**src/rtl/lcd_hex_writer.sv**
```systemverilog
// HD44780 8-bit bus writer: power-up delay and init commands after reset, then a
// one-line "LL:HHHHHHHH" frame (source label + 8 hex digits) per accepted update.
module lcd_hex_writer #(
    parameter int SETUP_CYCLES        = 4,
    parameter int E_PULSE_CYCLES      = 25,
    parameter int CMD_WAIT_CYCLES     = 2500,
    parameter int CLEAR_WAIT_CYCLES   = 100000,
    parameter int POWERUP_WAIT_CYCLES = 1000000
) (
    input  logic        clk,
    input  logic        rst_n,
    input  logic [31:0] to_lcd,
    input  logic [1:0]  sel,
    input  logic        update,
    output logic        busy,
    output logic        done,
    output logic        lcd_rs,
    output logic        lcd_rw,
    output logic        lcd_e,
    output logic [7:0]  lcd_data
);
    localparam int MAX_A   = (POWERUP_WAIT_CYCLES > CLEAR_WAIT_CYCLES) ? POWERUP_WAIT_CYCLES : CLEAR_WAIT_CYCLES;
    localparam int MAX_B   = (CMD_WAIT_CYCLES > E_PULSE_CYCLES) ? CMD_WAIT_CYCLES : E_PULSE_CYCLES;
    localparam int MAX_C   = (MAX_B > SETUP_CYCLES) ? MAX_B : SETUP_CYCLES;
    localparam int MAX_CYC = (MAX_A > MAX_C) ? MAX_A : MAX_C;
    localparam int CW      = $clog2(MAX_CYC + 1);

    localparam logic [CW-1:0] SETUP_LAST   = CW'(SETUP_CYCLES - 1);
    localparam logic [CW-1:0] PULSE_LAST   = CW'(E_PULSE_CYCLES - 1);
    localparam logic [CW-1:0] CMD_LAST     = CW'(CMD_WAIT_CYCLES - 1);
    localparam logic [CW-1:0] CLEAR_LAST   = CW'(CLEAR_WAIT_CYCLES - 1);
    localparam logic [CW-1:0] POWERUP_LAST = CW'(POWERUP_WAIT_CYCLES - 1);

    typedef enum logic [2:0] {ST_POWERUP, ST_INIT, ST_IDLE, ST_ADDR, ST_CHAR} state_t;
    typedef enum logic [1:0] {PH_SETUP, PH_PULSE, PH_WAIT} phase_t;

    state_t        state_q, state_d;
    phase_t        phase_q, phase_d;
    logic [CW-1:0] cnt_q, cnt_d;
    logic [3:0]    idx_q, idx_d;
    logic [31:0]   val_q, val_d;
    logic [1:0]    lab_q, lab_d;
    logic          rs_q, rs_d;
    logic          e_q, e_d;
    logic [7:0]    data_q, data_d;
    logic          busy_q, busy_d;
    logic          done_q, done_d;
    logic [CW-1:0] wait_last;

    function automatic logic [7:0] init_byte(input logic [1:0] i);
        case (i)
            2'd0:    init_byte = 8'h38;
            2'd1:    init_byte = 8'h0C;
            2'd2:    init_byte = 8'h06;
            default: init_byte = 8'h01;
        endcase
    endfunction

    function automatic logic [7:0] char_byte(input logic [3:0] i, input logic [31:0] v,
                                             input logic [1:0] l);
        logic [3:0] nib;
        nib = 4'h0;
        for (int unsigned n = 0; n < 8; n++) begin
            if (i == 4'(n + 3)) nib = v[28 - 4 * n +: 4];
        end
        case (i)
            4'd0: begin
                case (l)
                    2'b00:   char_byte = 8'h52;
                    2'b01:   char_byte = 8'h44;
                    2'b10:   char_byte = 8'h49;
                    default: char_byte = 8'h41;
                endcase
            end
            4'd1: begin
                case (l)
                    2'b00:   char_byte = 8'h44;
                    2'b11:   char_byte = 8'h4C;
                    default: char_byte = 8'h41;
                endcase
            end
            4'd2:    char_byte = 8'h3A;
            default: char_byte = {4'h0, nib} + ((nib < 4'd10) ? 8'h30 : 8'h37);
        endcase
    endfunction

    always_comb begin
        state_d   = state_q;
        phase_d   = phase_q;
        cnt_d     = cnt_q;
        idx_d     = idx_q;
        val_d     = val_q;
        lab_d     = lab_q;
        rs_d      = rs_q;
        e_d       = e_q;
        data_d    = data_q;
        done_d    = 1'b0;
        // Only the clear command needs the long settle time.
        wait_last = (!rs_q && data_q == 8'h01) ? CLEAR_LAST : CMD_LAST;
        case (state_q)
            ST_POWERUP: begin
                if (cnt_q == POWERUP_LAST) begin
                    state_d = ST_INIT;
                    phase_d = PH_SETUP;
                    cnt_d   = '0;
                    idx_d   = '0;
                    rs_d    = 1'b0;
                    data_d  = init_byte(2'd0);
                end else begin
                    cnt_d = cnt_q + CW'(1);
                end
            end
            ST_IDLE: begin
                if (update) begin
                    val_d   = to_lcd;
                    lab_d   = sel;
                    state_d = ST_ADDR;
                    phase_d = PH_SETUP;
                    cnt_d   = '0;
                    rs_d    = 1'b0;
                    data_d  = 8'h80;
                end
            end
            default: begin
                case (phase_q)
                    PH_SETUP: begin
                        if (cnt_q == SETUP_LAST) begin
                            phase_d = PH_PULSE;
                            cnt_d   = '0;
                            e_d     = 1'b1;
                        end else begin
                            cnt_d = cnt_q + CW'(1);
                        end
                    end
                    PH_PULSE: begin
                        if (cnt_q == PULSE_LAST) begin
                            phase_d = PH_WAIT;
                            cnt_d   = '0;
                            e_d     = 1'b0;
                        end else begin
                            cnt_d = cnt_q + CW'(1);
                        end
                    end
                    default: begin
                        if (cnt_q == wait_last) begin
                            cnt_d   = '0;
                            phase_d = PH_SETUP;
                            idx_d   = idx_q + 4'd1;
                            case (state_q)
                                ST_INIT: begin
                                    if (idx_q == 4'd3) state_d = ST_IDLE;
                                    else               data_d  = init_byte(idx_q[1:0] + 2'd1);
                                end
                                ST_ADDR: begin
                                    state_d = ST_CHAR;
                                    idx_d   = '0;
                                    rs_d    = 1'b1;
                                    data_d  = char_byte(4'd0, val_q, lab_q);
                                end
                                default: begin
                                    if (idx_q == 4'd10) begin
                                        state_d = ST_IDLE;
                                        done_d  = 1'b1;
                                    end else begin
                                        data_d = char_byte(idx_q + 4'd1, val_q, lab_q);
                                    end
                                end
                            endcase
                        end else begin
                            cnt_d = cnt_q + CW'(1);
                        end
                    end
                endcase
            end
        endcase
        busy_d = (state_d != ST_IDLE);
    end

    always_ff @(posedge clk or negedge rst_n) begin
        if (!rst_n) begin
            state_q <= ST_POWERUP;
            phase_q <= PH_SETUP;
            cnt_q   <= '0;
            idx_q   <= '0;
            val_q   <= '0;
            lab_q   <= '0;
            rs_q    <= 1'b0;
            e_q     <= 1'b0;
            data_q  <= '0;
            busy_q  <= 1'b1;
            done_q  <= 1'b0;
        end else begin
            state_q <= state_d;
            phase_q <= phase_d;
            cnt_q   <= cnt_d;
            idx_q   <= idx_d;
            val_q   <= val_d;
            lab_q   <= lab_d;
            rs_q    <= rs_d;
            e_q     <= e_d;
            data_q  <= data_d;
            busy_q  <= busy_d;
            done_q  <= done_d;
        end
    end

    assign busy     = busy_q;
    assign done     = done_q;
    assign lcd_rs   = rs_q;
    assign lcd_rw   = 1'b0;
    assign lcd_e    = e_q;
    assign lcd_data = data_q;

endmodule

```
**config.mk**
```make
export PLATFORM = sky130hd
export DESIGN_NAME = lcd_hex_writer
export DESIGN_NICKNAME = d
export VERILOG_FILES = /design/src/rtl/lcd_hex_writer.sv
export SDC_FILE = /design/constraint.sdc
export NUM_CORES = 1
export LEC_CHECK = 0
export ABC_AREA = 1
export CAP_MARGIN = 20
export CORE_ASPECT_RATIO = 1.25
export CORE_MARGIN = 3
export CORE_UTILIZATION = 30
export CTS_CLUSTER_SIZE = 28
export DETAILED_ROUTE_END_ITERATION = 7
export GPL_ROUTABILITY_DRIVEN = 0
export PLACE_DENSITY_LB_ADDON = 0.08
export RECOVER_POWER = 50
export SLEW_MARGIN = 10
export SYNTH_ARGS = -nofsm -noshare
export SYNTH_HDL_FRONTEND = slang
export SYNTH_SLANG_ARGS = --single-unit
```
**constraint.sdc**
```tcl
create_clock -name clk -period 3.2 [get_ports clk]
set_input_delay 0.96 -clock clk [delete_from_list [all_inputs] [get_ports clk]]
set_output_delay 0.96 -clock clk [all_outputs]
set_load 0.005 [all_outputs]
```
==> results.sh <==
export IMPL_violations="max-capacitance violations, max-slew violations"
export IMPL_groute_usage_overall=0.148
export IMPL_grt_pass1_vias=4092
export IMPL_synth_largest_area_cell="dfrtp_1"
export IMPL_port_buffers=48
export IMPL_end_kind="flip-flop"
export IMPL_gr_total_overflow=0
export IMPL_synthFlopType="dfrtp_1"
export IMPL_cts_hold_buf=0
export IMPL_worstPathRequired_ps=3420
export IMPL_ys_top_cells_by_area="dfrtp_1, nand2_1, mux2_2, inv_1, nand3_1"
export IMPL_fmax_mhz=332
export IMPL_cts_sinks=75
export IMPL_max_stage_delay_ps=510
export IMPL_io_pins=50
export IMPL_synth_top_cell_area_share=0.406
export IMPL_post_route_period_util=0.940
export IMPL_core_um2=14700
export IMPL_h_tree_depth=3
export IMPL_dpl_hpwl_mm=8.86
export IMPL_synth_area_mux_share=0.0765
export IMPL_synth_simple_area_share=0.282
export IMPL_drive_gt1_frac=0.203
export IMPL_ys_warn_count=0
export IMPL_ir_drop_uv=190
export IMPL_drt_iter0_markers=163
export IMPL_period_minus_slack_ps=3010
export IMPL_tns_ps=0
export IMPL_regToRegSetupSlack_ps=190
export IMPL_die_area_um2=16700
export IMPL_via_count=3918
export IMPL_grt_pass1_wl_mm=19.3
export IMPL_clock_latency_ps=340
export IMPL_routed_wl_mm=11.6
export IMPL_synth_edff_count=0
export IMPL_min_from="lcd_e"
export IMPL_hold_path_depth=2
export IMPL_utilization=0.397
export IMPL_slew_viol_final=39
export IMPL_hold_path_end="lcd_e"
export IMPL_postSynthCellCount=561
export IMPL_slowest_stage="fa_2"
export IMPL_cts_root_buf="clkbuf_16"
export IMPL_finalSetupViolations=0
export IMPL_final_nets=692
export IMPL_synth_xor_area_share=0.00768
export IMPL_cp_common_cell="nand2_1"
export IMPL_crit_chain="buf_6 > nand4_1 > nand2_2 > nor2_4 > inv_2 > nor2_4 > buf_6 > nand2_1 > nand2_1 > inv_1 > nand2_2 > nand2_2 > nor2_4 > inv_2 > nand2_4 > ha_4 > inv_2 > fa_2 > nand2_1 > o21ai_1 > nand2_1 > o221ai_2 > o21ai_1"
export IMPL_worstSetupPathType="reg -> reg"
export IMPL_hold_violations=0
export IMPL_drtAntennaViolNets=0
export IMPL_cts_buffers=9
export IMPL_synth_top_family_by_area="simple AND/OR/NAND/NOR gates"
export IMPL_grt_setup_unrepaired="true"
export IMPL_wl_per_cell_um=14.2
export IMPL_worstSetupStartpointType="flip-flop"
export IMPL_grt_max_degree=76
export IMPL_skew_ps=8.05
export IMPL_synthesis_area_um2=4560
export IMPL_die_y_um=144
export IMPL_dieWidth_um=116
export IMPL_critPathMaxFanout=6
export IMPL_status="finished, violations left"
export IMPL_synth_distinct_cells=48
export IMPL_syn_nets=614
export IMPL_antenna_cells=0
export IMPL_drc=0
export IMPL_clk_path_buf_depth=2
export IMPL_r2r_start="idx_q[0]"
export IMPL_first_pass_iters=5
export IMPL_initial_core_util=0.312
export IMPL_antenna_found_initial=0
export IMPL_ys_async_sr_fraction=1.00
export IMPL_num_rows=49
export IMPL_crit_arrival_ps=3230
export IMPL_vias_per_cell=4.77
export IMPL_timing_rr_end="lcd_data[1]"
export IMPL_min_path_type="reg -> reg"
export IMPL_ff2ff_path_depth=23
export IMPL_relSlewSlack=-0.449
export IMPL_leakage_nw=2.86
export IMPL_yosysSeqAreaShare=0.411
export IMPL_clk_pin_slew_ps=60
export IMPL_syn_area_per_cell_um2=8.14
export IMPL_ys_ff_latch=75
export IMPL_cts_tree="built"
export IMPL_maxCapViolations=1
export IMPL_power_density_nw_per_um2=436
export IMPL_synth_compound_area_frac=0.0836
export IMPL_synthToLayoutAreaGrowth_pct=27.4
export IMPL_worst_slew_pin_slew_ps=2170
export IMPL_synth_adder_area_share=0.0455
## area by class of cell
class                           instances  area (µm²)
Clock buffer                           14         264
Clock inverter                          2        10.0
Fill cell                            1539        8840
Inverter                               96         363
Multi-Input combinational cell        382        2370
Sequential cell                        75        1880
Tap cell                              178         223
Timing Repair Buffer                   75         698
## worst max path at each step
stage                     startpoint           to  slack [ps]  cells past startpoint
after floorplan             idx_q[0]  lcd_data[4]         210                     27
after global placement      idx_q[1]  lcd_data[1]          20                     22
after detailed placement    idx_q[1]  lcd_data[1]         -60                     23
after CTS                   idx_q[0]  lcd_data[4]           5                     27
after global routing        idx_q[1]  lcd_data[1]        -100                     24
final                       idx_q[0]  lcd_data[1]         190                     23
## worst max-delay path: cells and delay by family, from the launching register on
family                     cells  cell delay [ps]
adders and majority gates      2              650
and+or+nand+nor               12             1080
buffers and inverters          6              480
DFF                            1              450
AOI/OAI and AO/OA              3              210
## cell usage after synthesis, types with 2 or more instances
cell      number
nand2_1      125
inv_1         90
dfrtp_1       74
nor2_1        45
nand3_1       43
mux2_2        31
o21ai_0       26
ha_1          15
nand4_1       15
a21oi_1       13
inv_2          6
nor3_1         6
nor2_4         5
clkbuf_1       4
nand3_2        4
nor4_1         4
o211ai_1       4
xor2_1         4
a221oi_1       3
buf_6          3
nand2_2        3
nor2_2         3
o22ai_1        3
a32oi_1        2
buf_4          2
nand3b_1       2
nor3_2         2
nor4_2         2
or2_1          2
or2_2          2
## routing by layer
layer  wire (µm)  track usage  up-vias
li1            -            -     2000
met1        4710        0.159     1815
met2        6090        0.268       75
met3         345       0.0261       28
met4         482       0.0880        0
met5           0            0        -
## cells in the final DEF (no fill, tap or decap), types with 4 or more instances in the layout
cell type	instances
nand2_1	115
o21ai_1	5
a21oi_1	12
xor2_1	4
o211ai_1	4
nor2_2	4
nand3_1	43
clkdlybuf4s50_1	46
clkbuf_1	4
nor4_1	4
clkbuf_16	9
nor2_4	5
ha_1	11
nor3_1	6
o21ai_0	22
inv_1	84
nand4_1	15
nand2_2	11
inv_2	11
nor2_1	44
buf_4	22
dfrtp_1	72
mux2_2	31
## cells by family (layout without fill, tap and decap cells)
family	after synthesis	in the layout
AO/OA/AOI/OAI	62	62
XOR/XNOR	4	4
adder cells (fa/ha/maj)	16	16
buffers and inverters	105	187
flip-flops	75	75
multiplexers	31	31
other	1	1
AND/OR/NAND/NOR	267	268
## power breakdown
part / leakage (nW) / switching (W) / internal [W]
Sequential: 1.01 / 0.0000678 / 0.00101
Combinational: 1.71 / 0.000315 / 0.000186
Clock: 0.137 / 0.000393 / 0.000566
## flip-flops by register name, summed over array words and instances, names as in the netlist
name      count
lcd_e         1
lcd_data      8
phase_q       2
lab_q         2
done          1
lcd_rs        1
busy          1
idx_q         4
val_q        32
state_q       3
cnt_q        20
## per-stage QoR
step / hold slack [ps] / instances / instance area [µm²] / setup WS [ps] / total power [W]
floorplan: 471 / 561 / 4560 / 214 / 0.00143
detailed placement: 479 / 794 / 5320 / -62.7 / 0.00159
global placement: 486 / 794 / 5320 / 18.7 / 0.00159
global route: 517 / 822 / 5810 / -105 / 0.00269
finish: 487 / 822 / 5810 / 191 / 0.00253
CTS: 493 / 812 / 5630 / 5.09 / 0.00257
## repair_timing
| action | 4_1_cts | 5_1_grt |
|---|---|---|
| resized for setup | 5 | 37 |
| setup buffers | 2 | 8 |
| pin swaps | 1 | 14 |
| setup endpoints to repair | 4 | 6 |
| cloned | 0 | 1 |
(Power assumes the default switching activity.)
==> patch 1 (same settings) <==
Register the inputs `to_lcd`, `sel` and `update` before use, without a reset. The logic sees them one clock later.
--- a/src/rtl/lcd_hex_writer.sv
+++ b/src/rtl/lcd_hex_writer.sv
@@ -35,4 +35,14 @@
     typedef enum logic [1:0] {PH_SETUP, PH_PULSE, PH_WAIT} phase_t;
 
+    logic [31:0] to_lcd_q;
+    logic [1:0] sel_q;
+    logic update_q;
+
+    always_ff @(posedge clk) begin
+        to_lcd_q <= to_lcd;
+        sel_q    <= sel;
+        update_q <= update;
+    end
+
     state_t        state_q, state_d;
     phase_t        phase_q, phase_d;
@@ -112,7 +122,7 @@
             end
             ST_IDLE: begin
-                if (update) begin
-                    val_d   = to_lcd;
-                    lab_d   = sel;
+                if (update_q) begin
+                    val_d   = to_lcd_q;
+                    lab_d   = sel_q;
                     state_d = ST_ADDR;
                     phase_d = PH_SETUP;
Behaviour: no difference found for any inputs over 10 cycles, from zero or initial values and one cycle with rst_n low; that may be too few to reach the edited logic, so the function may still have changed.
==> patch 1 against the original RTL <==
The run still ends with max-capacitance violations, max-slew violations left; sequential cell count grew 35; global-route usage shrank 1.8 points; final area grew 12%; wire length grew 1.7%; worst setup slack lost 0.079 ns; hold slack lost 0.027 ns; synthesized area grew 14%; critical path type unchanged; largest cell class is now sequential cells; highest routed layer unchanged.
Power is not compared: it rests on default switching activity, and its combinational part moved more than twofold at a synthesized area within 25%.
==> patch 1: results (changes against the original RTL) <==
[synth]
synthArstFlopShare_pct = 68.2  ; was 100%
synth_cell_types = 45  ; was 48
avgSynthCellArea_sq_um = 8.83  ; was 8.14 sq um
ys_seq_area_share_pct = 49.4  ; was 41.1%
synthTopCellsByArea = dfrtp_1 36%, dfxtp_1 13%, nand2_1 8.3%  ; was dfrtp_1 41%, nand2_1 10%, mux2_2 7.6%
synth.net_count = 644  ; was 614
synth.top_cells.by_count = 115 x nand2_1, 78 x inv_1, 74 x dfrtp_1  ; was 125 x nand2_1, 90 x inv_1, 74 x dfrtp_1

[sta]
drv_slew = 29  ; was 39
tightest_slew_ns = 1.74  ; was 2.17 ns
fin_ws_ns = 0.112  ; was 0.191 ns

[final_layout]
final_cells = 884  ; was 822
drive_above_1_share_pct = 19.3  ; was 20.3%
layout.nets = 713  ; was 692

[worst_setup_path]
cp_slowest_cell = dfrtp_2  ; was fa_2
reg2regPathDepth = 26  ; was 23
critPathMaxStageDelay_ns = 0.42  ; was 0.51 ns
arrival_ns = 3.33  ; was 3.23 ns
setup.worst_path.end = lcd_data[4]$_DFFE_PN0P_  ; was lcd_data[1]$_DFFE_PN0P_

[min_path]
hp-start = to_lcd_q[5]$_DFF_P_  ; was lcd_e$_DFFE_PN0P_
hold_end = val_q[5]$_DFFE_PN0P_  ; was lcd_e$_DFFE_PN0P_
hold_depth = 1  ; was 2

[global_routing]
grt_use_met2_pct = 22.1  ; was 26.8%
grt_pass1_wl_um = 19700  ; was 19300 um
grt_usage_pct = 13.0  ; was 14.8%
grtUsageMet1_pct = 16.1  ; was 15.9%

[detailed_routing]
wirelength_um = 11800  ; was 11600 um
first_pass_iters = 4  ; was 5
routed_via_density = 4.58  ; was 4.77
dr.first_iter.drc_count = 192  ; was 163

[flow_run]
timing.max_cap.violations = 1  ; unchanged

[placement]
dp_hpwl_um = 8870  ; was 8860 um
placed_area_sq_um = 6000  ; was 5320 sq um
preCtsSetupSlack_ns = -0.105  ; was -0.0627 ns
dpl.cell_count = 859  ; was 794

[status]
run_status = finished with violations  ; unchanged
violations = max-capacitance violations, max-slew violations  ; unchanged

patch 1: worst reg2reg max path: stages, from the launching register on:
cell	delay, ns
dfrtp_2	0.42
buf_6	0.11
nand4_1	0.20
nand2_4	0.22
nand4_1	0.12
nand2_1	0.08
nand2_1	0.05
nand3_1	0.07
nand2_1	0.07
nand2_2	0.07
nand2_2	0.06
nand2_2	0.06
nand2_2	0.07
nor2_4	0.13
nor2_2	0.05
inv_1	0.07
ha_2	0.19
inv_2	0.04
fa_2	0.36
inv_2	0.06
nand4_1	0.10
nand2_1	0.12
nand2_1	0.06
nand2_1	0.05
nand2_1	0.05
nand2_1	0.05
nand2_1	0.04
patch 1: cells by family (layout without fill, tap and decap cells):
| kind of cell | count (synthesis) | in the layout | share of synthesized area, % |
|---|---|---|---|
| AND/OR/NAND/NOR | 264 | 265 | 23.9 |
| flip-flops | 110 | 110 | 49.4 |
| buffers and inverters | 100 | 172 | 7.51 |
| AO/OA/AOI/OAI | 60 | 60 | 6.91 |
| multiplexers | 31 | 31 | 6.69 |
| adder cells (fa/ha/maj) | 16 | 16 | 3.98 |
| XOR/XNOR | 9 | 9 | 1.51 |
| other | 1 | 1 | 0.0719 |
patch 1: cell type report:
class / instances / area, sq um
Clock buffer: 9 / 225
Clock inverter: 6 / 47.5
Fill cell: 1743 / 10400
Inverter: 91 / 344
Multi-Input combinational cell: 382 / 2380
Sequential cell: 110 / 2580
Tap cell: 220 / 275
Timing Repair Buffer: 66 / 646
patch 1: routing by layer:
metal	share of wire (%)	routed length [um]	vias to the layer above
met5	0	0	-
met1	43	5110	1880
met3	3.5	419	19
met4	2.5	297	0
met2	51	6020	84
li1	-	-	2063
patch 1: what timing repair did:
action	CTS	global route
buffers inserted	1	7
setup endpoints to repair	4	6
gates cloned	0	1
pin swaps	1	21
gates resized for setup	4	36
==> patch 2 (same flow settings) <==
Made on the original files. Set the parameter `E_PULSE_CYCLES` to 50 (it was 25).
--- a/src/rtl/lcd_hex_writer.sv
+++ b/src/rtl/lcd_hex_writer.sv
@@ -3,5 +3,5 @@
 module lcd_hex_writer #(
     parameter int SETUP_CYCLES        = 4,
-    parameter int E_PULSE_CYCLES      = 25,
+    parameter int E_PULSE_CYCLES      = 50,
     parameter int CMD_WAIT_CYCLES     = 2500,
     parameter int CLEAR_WAIT_CYCLES   = 100000,
Behaviour: no difference found for any inputs over 10 cycles, from zero or initial values and one cycle with rst_n low; that may be too few to reach the edited logic, so the function may still have changed.
==> patch 2 against the original RTL <==
The flow still finishes with violations (max-capacitance violations, max-slew violations); worst setup slack lost 0.082 ns; cell count rose by 0.73%; non-clock buffer count up 8; clock power is 15% higher; largest power group is now clock; power up 0.70%; sequential cell count unchanged; clock skew is 0.0023 ns higher; global-route usage grew 0.45 points; maximum frequency decreased by 2.7%; critical endpoint unchanged; final area grew 2.2%; sequential share of layout area decreased by 0.75 points; wire length up 3.9%; via count grew 1.5%; synthesized area shrank 0.79%.
==> patch 2: results (changes against the original RTL) <==
[detailed_routing]
num_vias = 3976  ; was 3918
route.met2.wl_um = 6110  ; was 6090 um
wl_per_cell_um = 14.6  ; was 14.2 um
routed_via_density = 4.80  ; was 4.77
dr.first_iter.drc_count = 162  ; was 163

[global_routing]
grt_pass1_wl_um = 19900  ; was 19300 um
grt_usage_pct = 15.3  ; was 14.8%
grt_pass1_vias = 4139  ; was 4092

[pwr]
pwr_density_cell_nw_per_um2 = 429  ; was 436 nW/um^2
ir_drop_mv = 0.204  ; was 0.190 mV

[final_layout]
nNonClkInverters = 85  ; was 96
drive_above_1_share_pct = 20.9  ; was 20.3%
clkCellAreaFrac_pct = 5.35  ; was 4.71%
fillers = 1514  ; was 1539
nMultiInputCombCells = 391  ; was 382
layout.nets = 698  ; was 692

[synth]
synthTopCellsByArea = dfrtp_1 41%, nand2_1 9.0%, mux2_2 7.5%  ; was dfrtp_1 41%, nand2_1 10%, mux2_2 7.6%
ys_seq_area_share_pct = 41.5  ; was 41.1%
synth.net_count = 613  ; was 614
synth.top_cells.by_count = 109 x nand2_1, 74 x dfrtp_1, 74 x inv_1  ; was 125 x nand2_1, 90 x inv_1, 74 x dfrtp_1

[sta]
drv_slew = 26  ; was 39
fin_crit_sh_pct = 96.6  ; was 94.0%
slew_headroom_pct = -1.61  ; was -44.9%

[status]
run_status = finished with violations  ; unchanged
violations = max-capacitance violations, max-slew violations  ; unchanged

[placement]
preCtsSetupSlack_ns = 0.108  ; was -0.0627 ns
placed_area_sq_um = 5310  ; was 5320 sq um
dpl.cell_count = 792  ; was 794

[worst_setup_path]
arrival_ns = 3.37  ; was 3.23 ns

[flow_run]
timing.max_cap.violations = 1  ; unchanged

==> patch 2: worst min path at each step <==
stage	start	end	slack, ns	cells after the start
2_1_floorplan	val_q[15]$_DFFE_PN0P_	val_q[15]$_DFFE_PN0P_	0.47	1
3_3_place_gp	lcd_e$_DFFE_PN0P_	lcd_e$_DFFE_PN0P_	0.48	1
3_5_place_dp	lcd_e$_DFFE_PN0P_	lcd_e$_DFFE_PN0P_	0.49	1
4_1_cts	lcd_e$_DFFE_PN0P_	lcd_e$_DFFE_PN0P_	0.51	1
5_1_grt	val_q[8]$_DFFE_PN0P_	val_q[8]$_DFFE_PN0P_	0.52	1
6_report	lcd_data[2]$_DFFE_PN0P_	lcd_data[2]$_DFFE_PN0P_	0.51	2
==> patch 2: logic make-up after synthesis <==
group	Yosys count	synth area share, %
compound gates	67	8.73
other cells	1	0.0828
buf+inv	94	8.10
flops	75	41.5
simple gates	270	28.2
mux	30	7.46
fa+ha+maj	16	4.59
xor+xnor	7	1.35
